File: src/rtl/pitch_pkg.sv
// -----------------------------------------------------------------------------
// pitch_pkg
// Shared types for the pitch-detection slice.
//   zc_state_e : zero-crossing tracker FSM states. ACQ_* states hunt for the
//                first low-then-high sequence; TRK_* states measure periods.
// -----------------------------------------------------------------------------
package pitch_pkg;

    typedef enum logic [1:0] {
        ACQ_HIGH = 2'd0,
        ACQ_LOW  = 2'd1,
        TRK_LOW  = 2'd2,
        TRK_HIGH = 2'd3
    } zc_state_e;

endpackage

File: src/rtl/schmitt_trigger.sv
// -----------------------------------------------------------------------------
// schmitt_trigger
// Symmetric Schmitt comparator on a signed sample stream. The level only
// moves on accepted samples at or beyond +/-HYST; samples strictly inside the
// band leave it untouched.
// Ports:
//   clk, reset  : clock, asynchronous active-high reset (level resets high)
//   accept      : strobe, x_data is a consumed sample this cycle
//   x_data      : signed W-bit sample
//   rise_event  : accepted sample >= +HYST while the level is low
//   fall_event  : accepted sample <= -HYST (regardless of current level)
//   level       : registered Schmitt level (1 = high)
// -----------------------------------------------------------------------------
module schmitt_trigger #(
    parameter int W    = 16,
    parameter int HYST = 64
) (
    input  logic                clk,
    input  logic                reset,
    input  logic                accept,
    input  logic signed [W-1:0] x_data,
    output logic                rise_event,
    output logic                fall_event,
    output logic                level
);

    localparam logic signed [W-1:0] POS_TH = W'(HYST);
    localparam logic signed [W-1:0] NEG_TH = -POS_TH;

    logic hi_hit;
    logic lo_hit;

    assign hi_hit = (x_data >= POS_TH);
    assign lo_hit = (x_data <= NEG_TH);

    assign rise_event = accept && hi_hit && !level;
    assign fall_event = accept && lo_hit;

    // Reset high so the ACQ_HIGH start state and the level agree.
    // NOTE: sequential state uses non-blocking assignments so every register
    // samples pre-edge values, independent of block ordering.
    always_ff @(posedge clk or posedge reset) begin
        if (reset) begin
            level <= 1'b1;
        end else if (accept) begin
            if (hi_hit) begin
                level <= 1'b1;
            end else if (lo_hit) begin
                level <= 1'b0;
            end
        end
    end

endmodule

File: src/rtl/zero_cross_period.sv
// -----------------------------------------------------------------------------
// zero_cross_period
// Measures the period, in samples, between consecutive rising Schmitt
// crossings of a decimated signed sample stream and streams it out.
// Ports:
//   clk, reset                  : clock, asynchronous active-high reset
//   x_valid/x_ready/x_data      : input sample stream (signed W bits)
//   period_valid/period_ready/
//   period_data                 : measured period stream (CNT_W bits)
//   locked                      : high while the FSM is in a TRK state
// Periods outside [MIN_PERIOD, MAX_PERIOD] are dropped; a run of MAX_PERIOD
// samples without a rising crossing drops the tracker back to acquisition.
// -----------------------------------------------------------------------------
module zero_cross_period
    import pitch_pkg::*;
#(
    parameter int W          = 16,
    parameter int CNT_W      = 12,
    parameter int HYST       = 64,
    parameter int MIN_PERIOD = 8,
    parameter int MAX_PERIOD = 2000
) (
    input  logic                clk,
    input  logic                reset,
    input  logic                x_valid,
    output logic                x_ready,
    input  logic signed [W-1:0] x_data,
    output logic                period_valid,
    input  logic                period_ready,
    output logic [CNT_W-1:0]    period_data,
    output logic                locked
);

    localparam logic [CNT_W-1:0] MIN_P    = CNT_W'(MIN_PERIOD);
    localparam logic [CNT_W-1:0] MAX_P    = CNT_W'(MAX_PERIOD);
    localparam logic [CNT_W-1:0] MAX_LAST = CNT_W'(MAX_PERIOD - 1);

    zc_state_e        state, state_d;
    logic [CNT_W-1:0] cnt, cnt_d;
    logic [CNT_W-1:0] period;
    logic             emit;
    logic             accept;
    logic             rise_event;
    logic             fall_event;
    logic             level;

    // A sample is only taken when the output register can absorb a result.
    assign x_ready = !period_valid || period_ready;
    assign accept  = x_valid && x_ready;
    assign locked  = (state == TRK_LOW) || (state == TRK_HIGH);
    assign period  = cnt + CNT_W'(1);

    schmitt_trigger #(
        .W    (W),
        .HYST (HYST)
    ) u_schmitt (
        .clk        (clk),
        .reset      (reset),
        .accept     (accept),
        .x_data     (x_data),
        .rise_event (rise_event),
        .fall_event (fall_event),
        .level      (level)
    );

    always_ff @(posedge clk or posedge reset) begin
        if (reset) begin
            state <= ACQ_HIGH;
            cnt   <= '0;
        end else begin
            state <= state_d;
            cnt   <= cnt_d;
        end
    end

    // NOTE: every output of this block gets a default first, so no path can
    // leave a variable unassigned and infer a latch.
    always_comb begin
        state_d = state;
        cnt_d   = cnt;
        emit    = 1'b0;
        if (accept) begin
            unique case (state)
                ACQ_HIGH: begin
                    // Raw threshold, not an edge: a timeout taken on the
                    // falling sample can leave the Schmitt level already low.
                    if (fall_event) begin
                        state_d = ACQ_LOW;
                    end
                end
                ACQ_LOW: begin
                    if (rise_event) begin
                        state_d = TRK_HIGH;
                        cnt_d   = '0;
                    end
                end
                TRK_HIGH, TRK_LOW: begin
                    if (state == TRK_LOW && rise_event) begin
                        state_d = TRK_HIGH;
                        cnt_d   = '0;
                        emit    = (period >= MIN_P) && (period <= MAX_P);
                    end else if (cnt == MAX_LAST) begin
                        // Timeout fires before the counter could wrap.
                        cnt_d   = '0;
                        state_d = (state == TRK_HIGH) ? ACQ_HIGH : ACQ_LOW;
                    end else begin
                        cnt_d = cnt + CNT_W'(1);
                        if (state == TRK_HIGH && fall_event && level) begin
                            state_d = TRK_LOW;
                        end
                    end
                end
                default: state_d = ACQ_HIGH;
            endcase
        end
    end

    // Single output register; a new period wins over a same-edge handshake.
    always_ff @(posedge clk or posedge reset) begin
        if (reset) begin
            period_valid <= 1'b0;
            period_data  <= '0;
        end else if (emit) begin
            period_valid <= 1'b1;
            period_data  <= period;
        end else if (period_valid && period_ready) begin
            period_valid <= 1'b0;
        end
    end

endmodule

File: config.mk
export PLATFORM = sky130hd
export DESIGN_NAME = zero_cross_period
export DESIGN_NICKNAME = d
export VERILOG_FILES = /design/src/rtl/pitch_pkg.sv /design/src/rtl/schmitt_trigger.sv /design/src/rtl/zero_cross_period.sv
export SDC_FILE = /design/constraint.sdc
export NUM_CORES = 1
export LEC_CHECK = 0
export ABC_AREA = 1
export BUFFER_PORTS_ARGS = -buffer_cell sky130_fd_sc_hd__buf_2
export CAP_MARGIN = 5
export CORE_MARGIN = 1
export CORE_UTILIZATION = 40
export CTS_CLUSTER_DIAMETER = 60
export DETAILED_ROUTE_END_ITERATION = 16
export SLEW_MARGIN = 20
export SYNTH_ARGS = -nofsm -noshare
export SYNTH_HDL_FRONTEND = slang
export SYNTH_SLANG_ARGS = --single-unit
File: constraint.sdc
create_clock -name clk -period 1.62 [get_ports clk]
set_input_delay 0.162 -clock clk [delete_from_list [all_inputs] [get_ports clk]]
set_output_delay 0.162 -clock clk [all_outputs]
set_load 0.005 [all_outputs]
### Word level (Yosys, flattened, before mapping)

Cells that the tools add are included.

| word-level totals | value |
|---|---|
| word-level logic and storage cells | 56 |
| flip-flop bits (word level) | 28 |
| input bits | 20 |

| operators by class | value |
|---|---|
| order comparisons | 4 |
| equality and inequality tests | 7 |
| multiplexer cells | 18 |
| add/sub/neg operators | 1 |
| reduce and logical (&&, ||, !) cells | 21 |

Operators by type and width:

| cell | count |
|---|---|
| $mux 12 | 3 |
| $pmux 12 s2 | 1 |
| $ge 16x8->1 const B | 1 |
| $le 16x7->1 const B | 1 |
| $add 12x1->12 const B | 1 |
| $eq 12x11->1 const B | 1 |
| $ge 12x4->1 const B | 1 |
| $le 12x11->1 const B | 1 |
| $mux 2 | 5 |
| $logic_and 1x1->1 | 9 |
| $mux 1 | 8 |
| $pmux 2 s3 | 1 |
| $reduce_bool 2->1 | 3 |
| $eq 2x2->1 const B | 2 |
| $ne 2x2->1 const B | 2 |
| $ne 4x4->1 const B | 1 |
| $reduce_and 4->1 | 1 |
| $reduce_and 3->1 | 1 |
| $eq 2x1->1 const B | 1 |
| $logic_not 1->1 | 2 |
| $logic_not 2->1 | 1 |
| $logic_or 1x1->1 | 2 |
| $reduce_and 2->1 | 1 |
| $reduce_or 2->1 | 1 |

### Logic depth before layout (Yosys ltp)

Gate-level depths: netlist of run 1.

| depth | value |
|---|---|
| depth in word-level cells | 10 |
| mapped depth | 14 |

### Modules after synthesis

From an unflattened synthesis of run 1, not the netlist that was laid out.

| second synthesis, totals | value |
|---|---|
| cell total of the unflattened synthesis | 244 |
| area total of the unflattened synthesis | 1684.1 sq um |

By module, submodules not included:

| module | seq. area each (sq um) | cells an instance | area an instance (sq um) | instances |
|---|---|---|---|---|
| zero_cross_period | 675.6 | 214 | 1532.7 | 1 |
| schmitt_trigger | 26.3 | 30 | 151.4 | 1 |

### Least setup slack after synthesis of run 1

No wires, ideal clock.

| timing path | value |
|---|---|
| path type | register to register |
| from | reg cnt[0] |
| to | reg period_data[5] |
| library setup time | 0.116 ns |
| arrival time | 1.562 ns |
| buffers on the path | 1 |
| slack | -0.059 ns |
| cell stages (with the launch flop) | 14 |
| cell sequence | dfrtp_1 > ha_1 > nand2_2 > nor2_2 > nand2_1 > nand2_1 > nor2_1 > nand2_1 > clkinv_1 > nand2_1 > nand3_2 > buf_6 > nand2_2 > nand2_1 |

| between the ends | value |
|---|---|
| cells in the longest elaborated chain, start to end | 6 |
| elaborated cells between the ends (all ways) | 7 |

Ends and longest elaborated chain:

| what | line | RTL |
|---|---|---|
| start, declared | zero_cross_period.sv:39 | `logic [CNT_W-1:0] cnt, cnt_d;` |
| start signal, assigned | zero_cross_period.sv:72 | `cnt <= cnt_d;` |
| $add 12x1->12 (*) | zero_cross_period.sv:51 | `assign period = cnt + CNT_W'(1);` |
| $ge 12x4->1 or $le 12x11->1 (tied branches) | zero_cross_period.sv:101 | `emit = (period >= MIN_P) && (period <= MAX_P);` |
| $logic_and 1x1->1 | zero_cross_period.sv:101 |  |
| $mux 1 | zero_cross_period.sv:98 | `if (state == TRK_LOW && rise_event) begin` |
| $mux 1 | zero_cross_period.sv:83 | `unique case (state)` |
| $mux 1 | zero_cross_period.sv:82 | `if (accept) begin` |
| end signal, assigned | zero_cross_period.sv:125 | `period_data <= period;` |
| end, declared | zero_cross_period.sv:30 | `output logic [CNT_W-1:0] period_data,` |

Mark *: on every way between the ends. The rest lies on a longest branch, timed or not.
A chain may end at the register's enable or synchronous reset.

### Worst setup path after layout of run 1

| timing path | value |
|---|---|
| from | reg cnt[1] |
| to | reg period_data[7] |

Same word-level chain as after synthesis.

==> results.py, run 1 <==
metrics = {
    "power_and_ir_drop": {
        "combPwrFrac": 0.347,
        "clockPowerShare": 0.267,
        "seqPwrFrac": 0.385,
        "swShare": 0.332,
        "internal-power_mw": 1.40,
        "totalPowerFinal_mw": 2.10,
        "p_leak_nw": 1.52,
        "power_switching_mw": 0.696,
        "powerDensity_nw_per_um2": 748,
        "vdd_ir_drop_max_mv": 0.407,
    },
    "placement": {
        "port_buffers": 34,
        "place_ws_ps": -308,
        "hpwl_um": 3340,
        "placed_cells": 410,
        "place.gp.congestion": 0.828,
        "detailed_place.area_um2": 2410,
    },
    "run": {
        "drv_cap": 0,
    },
    "sta": {
        "skew_ps": 3.24,
        "min_period_over_period": 1.10,
        "fin_ws_ps": -166,
        "worst_pin_slew_ps": 374,
        "maxSlewHeadroom": 0.751,
        "fmax_mhz": 560,
        "finalHoldViolations": 0,
        "setup_tns_ps": -1950,
        "grt_setup_unrepaired": "yes",
        "period_needed_ps": 1790,
        "drv_slew": 0,
        "setup_violations": 13,
    },
    "cts": {
        "cts_buffers": 3,
        "insertion_delay_ps": 280,
        "clkTransAtPathRegs_ps": 100,
        "htree_levels": 1,
        "clockRootBuffer": "clkbuf_8",
        "clockBufferDepth": 2,
        "clock-sinks": 28,
        "cts_tree": "done",
    },
    "logic_synthesis": {
        "synthTopCellsByArea": "dfrtp_1, nand2_1, nand3_1",
        "ys_warn_count": 0,
        "synth_mux_area_frac": 0,
        "syn_inst": 284,
        "yosysUniqueCellTypes": 24,
        "synth_seq_cells": 28,
        "synth_compound_area_frac": 0.0250,
        "yosysSeqAreaShare": 0.379,
        "synth_top_family_by_area": "simple AND/OR/NAND/NOR gates",
        "synth-simple-area-share": 0.488,
        "synth_fp_nets": 306,
        "synthesis.area_um2": 1850,
        "yosysTopAreaCell": "dfrtp_1",
        "synth_xor_area_frac": 0,
        "avgSynthCellArea_um2": 6.52,
        "synth-adder-area-share": 0.0135,
        "yosysTopAreaCellShare": 0.365,
    },
    "global_route": {
        "grt_pass1_vias": 1802,
        "track_usage": 0.200,
        "grt_pass1_wl_um": 7940,
        "grt_max_degree": 29,
        "antenna_found_initial": 0,
        "grt-ovfl-total": 0,
    },
    "drt": {
        "initialDrtViolationCount": 121,
        "wl_per_cell_um": 11.6,
        "route.vias.total": 1975,
        "postRouteAntennaNets": 0,
        "vias_per_cell": 4.69,
        "drt_wl_total_um": 4890,
        "drcViolationCount": 0,
        "firstDrtPassIters": 4,
    },
    "die": {
        "initial_core_util": 0.420,
        "fp.coreArea_um2": 4410,
        "io_pins": 35,
        "num_rows": 24,
        "die_area_um2": 4910,
        "fp.dieW_um": 70.0,
        "die_h_um": 70.0,
    },
    "setup_path": {
        "crit_family": "simple AND/OR/NAND/NOR gates",
        "crit_cells": 14,
        "rrSetupSlack_ps": -170,
        "path_cells": "buf_6, nand2_4, nor2_4, nand2_2, nand2_1, nand2_2, nor2_2, nand2_2, inv_2, nand2_2, nand3_4, clkbuf_16, nand2_2, nand2_1",
        "crit_type": "reg2reg",
        "r2r-end": "period_data[7]$_DFFE_PP0P_",
        "required_ps": 1840,
        "cp_common_cell": "nand2_2",
        "crit_slowest_cell": "dfrtp_1",
        "cp.buffers_inverters": 3,
        "endpoint": "period_data[7]$_DFFE_PP0P_",
        "endpoint_kind": "flop",
        "arrival_ps": 2010,
        "start_kind": "flop",
        "slowest_delay_ps": 430,
        "r2r-start": "cnt[1]$_DFFE_PP0P_",
        "path_max_fanout": 6,
        "critPathLaunch": "cnt[1]$_DFFE_PP0P_",
        "reg2reg_depth": 14,
    },
    "cells_and_area": {
        "num-nets-final": 392,
        "fin_cells": 421,
        "areaGrowthSynthToFinish_pct": 51.3,
        "nFillCells": 399,
        "most-common-layout-cells": "nand2_1, buf_4, buf_2",
        "drive_above_1_share": 0.447,
        "final_common_cell": "nand2_1",
        "finalInstanceArea_um2": 2800,
        "diodes": 0,
    },
    "min_path": {
        "hp-class": "in2reg",
    },
    "outcome": {
        "status": "finished, violations left",
        "violations": "negative setup slack",
    },
}
==> timing repair <==
action                                  4_1_cts  5_1_grt
endpoints found under the setup margin       25       27
hold buffers                                  1        0
gates cloned                                  0        1
setup buffers                                 1        5
pin swaps                                     1       24
resized for setup                            11       57
endpoints found under the hold margin        27        0
==> how the worst min path moves through the flow <==
stage | from | to | slack, ps | depth (start not counted)
final | x_data[15] | u_schmitt.level$_DFFE_PP1P_ | 180 | 4
after global placement | reset | period_valid$_DFFE_PP0P_ | 250 | 3
after floorplan | reset | cnt[0]$_DFFE_PP0P_ | 230 | 1
after global routing | x_data[15] | u_schmitt.level$_DFFE_PP1P_ | 190 | 4
after detailed placement | reset | period_data[7]$_DFFE_PP0P_ | 260 | 3
after CTS | x_data[15] | u_schmitt.level$_DFFE_PP1P_ | 210 | 4
==> area by class of cell <==
| class | count | area (µm²) | area share |
|---|---|---|---|
| clock buffer | 3 | 41.3 | 0.0147 |
| clock inverter | 1 | 30.0 | 0.0107 |
| inverter | 36 | 135 | 0.0482 |
| multi-input combinational | 214 | 1190 | 0.427 |
| sequential | 28 | 707 | 0.252 |
| tap | 52 | 65.1 | 0.0232 |
| timing repair buffer | 87 | 628 | 0.224 |
==> Yosys cell counts, drive strengths merged <==
library cell	number
a21boi	1
a21oi	1
a31oi	1
buf	4
clkbuf	2
clkinv	2
dfrtp	27
dfstp	1
ha	2
inv	34
nand2	121
nand3	34
nand3b	1
nand4	6
nor2	39
nor3	3
o21ai	4
o21bai	1
==> state kept, by name, summed over array words and instances (netlist names) <==
name	flops
cnt	12
state	2
period_valid	1
period_data	12
u_schmitt.level	1
==> cell families after synthesis <==
family	Yosys count
adder cells (fa/ha/maj)	2
AND/OR/NAND/NOR	204
buffers and inverters	42
flip-flops	28
AO/OA/AOI/OAI	8
==> metrics by stage <==
| stage | hold slack [ps] | util |
|---|---|---|
| final | 184 | 0.635 |
| after global routing | 190 | 0.635 |
| after CTS | 208 | 0.577 |
| after detailed placement | 259 | 0.546 |
| after global placement | 246 | 0.546 |
| after floorplan | 227 | - |
==> power by group through the flow <==
stage | clock network (mW) | logic, mW | registers (mW)
after detailed placement | 0 | 0.592 | 0.804
after global placement | 0 | 0.595 | 0.802
after CTS | 0.578 | 0.634 | 0.792
after floorplan | 0 | 0.325 | 0.810
after global routing | 0.597 | 0.803 | 0.812
final | 0.560 | 0.728 | 0.808
==> layer usage <==
layer	track usage	vias up	part of all wire
li1	-	1051	-
met4	0.0467	0	0.013
met2	0.310	41	0.46
met1	0.291	877	0.49
met5	0	-	0
met3	0.0361	6	0.034
==> worst register-to-register path, cell delays in order, from the launching register on <==
cell	delay [ps]
dfrtp_1	430
buf_6	160
nand2_4	50
nor2_4	160
nand2_2	90
nand2_1	70
nand2_2	90
nor2_2	120
nand2_2	80
inv_2	60
nand2_2	60
nand3_4	110
clkbuf_16	160
nand2_2	40
nand2_1	50
Note: power is estimated with default switching activity, not from simulation.
==> inputs of run 2 (changes only) <==
SYNTH_HIERARCHICAL = 1   (was default)
==> results.py, run 2 <==
metrics = {
    "setup_path": {
        "rrSetupSlack_ps": -170,
        "reg2reg_depth": 11,
        "endpoint_kind": "flop",
        "required_ps": 1810,
        "crit_type": "reg2reg",
        "slowest_delay_ps": 450,
        "r2r-start": "cnt[1]$_DFFE_PP0P_",
        "crit_slowest_cell": "dfrtp_2",
        "r2r-end": "period_data[1]$_DFFE_PP0P_",
        "path_max_fanout": 6,
        "path_cells": "ha_4, nand2_1, inv_2, nand3_2, xor2_2, inv_2, nor2_2, nand2_2, buf_6, nand3_2, nand2_1",
        "arrival_ps": 1980,
        "start_kind": "flop",
    },
    "power_and_ir_drop": {
        "powerDensity_nw_per_um2": 872,
        "p_leak_nw": 1.34,
        "vdd_ir_drop_max_mv": 0.483,
    },
    "sta": {
        "worst_pin_slew_ps": 365,
        "fin_ws_ps": -169,
        "finalHoldViolations": 0,
        "maxSlewHeadroom": 0.756,
        "skew_ps": 2.80,
        "grt_setup_unrepaired": "yes",
        "setup_violations": 27,
        "min_period_over_period": 1.10,
        "period_needed_ps": 1790,
        "drv_slew": 0,
        "fmax_mhz": 559,
    },
    "die": {
        "num_rows": 23,
        "io_pins": 35,
        "initial_core_util": 0.418,
        "fp.dieW_um": 66.9,
        "die_h_um": 66.9,
        "die_area_um2": 4470,
        "fp.coreArea_um2": 4030,
    },
    "global_route": {
        "track_usage": 0.212,
        "grt-ovfl-total": 0,
        "grt_pass1_vias": 1539,
        "grt_pass1_wl_um": 7010,
        "grt_max_degree": 28,
        "antenna_found_initial": 0,
    },
    "cells_and_area": {
        "drive_above_1_share": 0.445,
        "final_common_cell": "nand2_1",
        "most-common-layout-cells": "nand2_1, buf_4, buf_2",
        "areaGrowthSynthToFinish_pct": 53.9,
        "num-nets-final": 351,
        "diodes": 0,
        "reg_top3": "cnt x12, period_data x12, state x2",
        "finalInstanceArea_um2": 2590,
        "postLayoutCoreUtil": 0.643,
    },
    "logic_synthesis": {
        "yosysUniqueCellTypes": 25,
        "yosysTopAreaCellShare": 0.401,
        "synth.most_common_cell": "nand2_1",
        "synthTopCellsByArea": "dfrtp_1, nand2_1, inv_1",
        "synth_edf_count": 0,
        "synth_seq_cells": 28,
        "yosysTopAreaCell": "dfrtp_1",
        "synthFlopType": "dfrtp_1",
        "synthArstFlopShare": 1.00,
        "avgSynthCellArea_um2": 6.90,
        "yosysSeqAreaShare": 0.417,
        "syn_inst": 244,
        "synthesis.area_um2": 1680,
        "synth.top_cells.by_count": "nand2_1, inv_1, nor2_1, dfrtp_1, nand3_1",
        "synth_fp_nets": 266,
        "ys_warn_count": 6,
    },
    "drt": {
        "wl_per_cell_um": 12.5,
        "initialDrtViolationCount": 76,
        "firstDrtPassIters": 4,
        "drt_wl_total_um": 4720,
        "route.vias.total": 1810,
        "vias_per_cell": 4.79,
        "drcViolationCount": 0,
        "postRouteAntennaNets": 0,
    },
    "run": {
        "drv_cap": 0,
    },
    "min_path": {
        "min_to": "u_schmitt/level$_DFFE_PP1P_",
        "hp-class": "in2reg",
        "hp-start": "x_data[15]",
        "min_path_cells": 4,
    },
    "placement": {
        "detailed_place.area_um2": 2160,
        "port_buffers": 34,
        "hpwl_um": 3090,
        "place.gp.congestion": 0.851,
    },
    "cts": {
        "cts_tree": "done",
        "cts_buffers": 3,
        "clkTransAtPathRegs_ps": 100,
        "clockBufferDepth": 2,
        "insertion_delay_ps": 280,
        "clock-sinks": 28,
        "htree_levels": 1,
        "clockRootBuffer": "clkbuf_8",
    },
    "outcome": {
        "violations": "negative setup slack",
        "status": "finished, violations left",
    },
}
[run 2: cell count changes in the layout (fill, tap and decap cells not counted), moves of 3 or more]
cell	delta
buf_4	-3
inv_1	-5
nand2_1	-9
nand2_2	-18
nand2_4	-4
nand3_1	-17
nand3_2	+9
nor2_4	-6
o21ai_0	+3
o21ai_1	+4
o22ai_1	+4
[run 2: area by class of cell]
| class | instances | area (µm²) |
|---|---|---|
| well taps | 50 | 62.6 |
| clock inverters | 1 | 30.0 |
| fillers | 358 | 1440 |
| multi-input cells | 180 | 1030 |
| repair buffers | 84 | 601 |
| inverters | 32 | 120 |
| clock buffers | 3 | 41.3 |
| flip-flops and latches | 28 | 706 |
[run 2: what timing repair did]
item / CTS / global route
hold endpoints to repair: 28 / 0
cloned: 2 / 1
hold buffers: 1 / 0
endpoints found under the setup margin: 27 / 27
pin swaps: 17 / 14
setup buffers: 5 / 11
gates resized for setup: 38 / 23
[run 2: cells by family (layout without fill, tap and decap cells)]
family	Yosys count	count (layout)	synth area share
and+or+nand+nor	153	154	0.390
buffers and inverters	37	120	0.0914
DFF	28	28	0.417
AOI/OAI and AO/OA	23	23	0.0817
adders and majority gates	2	2	0.0149
xor gates and xnor gates	1	1	0.00520
[run 2: through the flow]
stage	TNS [ps]	total power, mW	instances	worst slack [ps]	hold WS, ps
finish	-2470	2.26	378	-169	172
global route	-6130	2.40	378	-319	200
CTS	-1940	2.21	366	-161	163
detailed placement	-3550	1.54	356	-186	177
global placement	-3580	1.54	356	-182	167
floorplan	-428	1.22	244	-45.7	51.7
[run 2: worst max path at each step]
stage / start / endpoint / depth (start not counted)
after floorplan: cnt[0]$_DFFE_PP0P_ / period_data[0]$_DFFE_PP0P_ / 13
after global placement: period_valid$_DFFE_PP0P_ / period_data[10]$_DFFE_PP0P_ / 13
after detailed placement: period_valid$_DFFE_PP0P_ / period_data[9]$_DFFE_PP0P_ / 13
after CTS: period_valid$_DFFE_PP0P_ / period_data[5]$_DFFE_PP0P_ / 13
after global routing: cnt[1]$_DFFE_PP0P_ / period_data[2]$_DFFE_PP0P_ / 11
final: cnt[1]$_DFFE_PP0P_ / period_data[1]$_DFFE_PP0P_ / 11
[run 2: worst max-delay path, delay by kind of cell (launching register included)]
family / cells / cell delay [ps]
AND/OR/NAND/NOR: 6 / 520
flip-flops: 1 / 450
buffers and inverters: 3 / 330
XOR/XNOR: 1 / 190
adder cells (fa/ha/maj): 1 / 180
[run 2: metal layers]
layer,vias up,GRT usage,share of wire
met2,43,0.359,0.47
met1,825,0.277,0.47
met5,-,0,0
met4,0,0.0638,0.010
li1,937,-,-
met3,5,0.0308,0.049
[run 2: power breakdown]
group | switching [mW] | internal [mW]
clock network | 0.234 | 0.332
registers | 0.0970 | 0.797
logic | 0.402 | 0.398
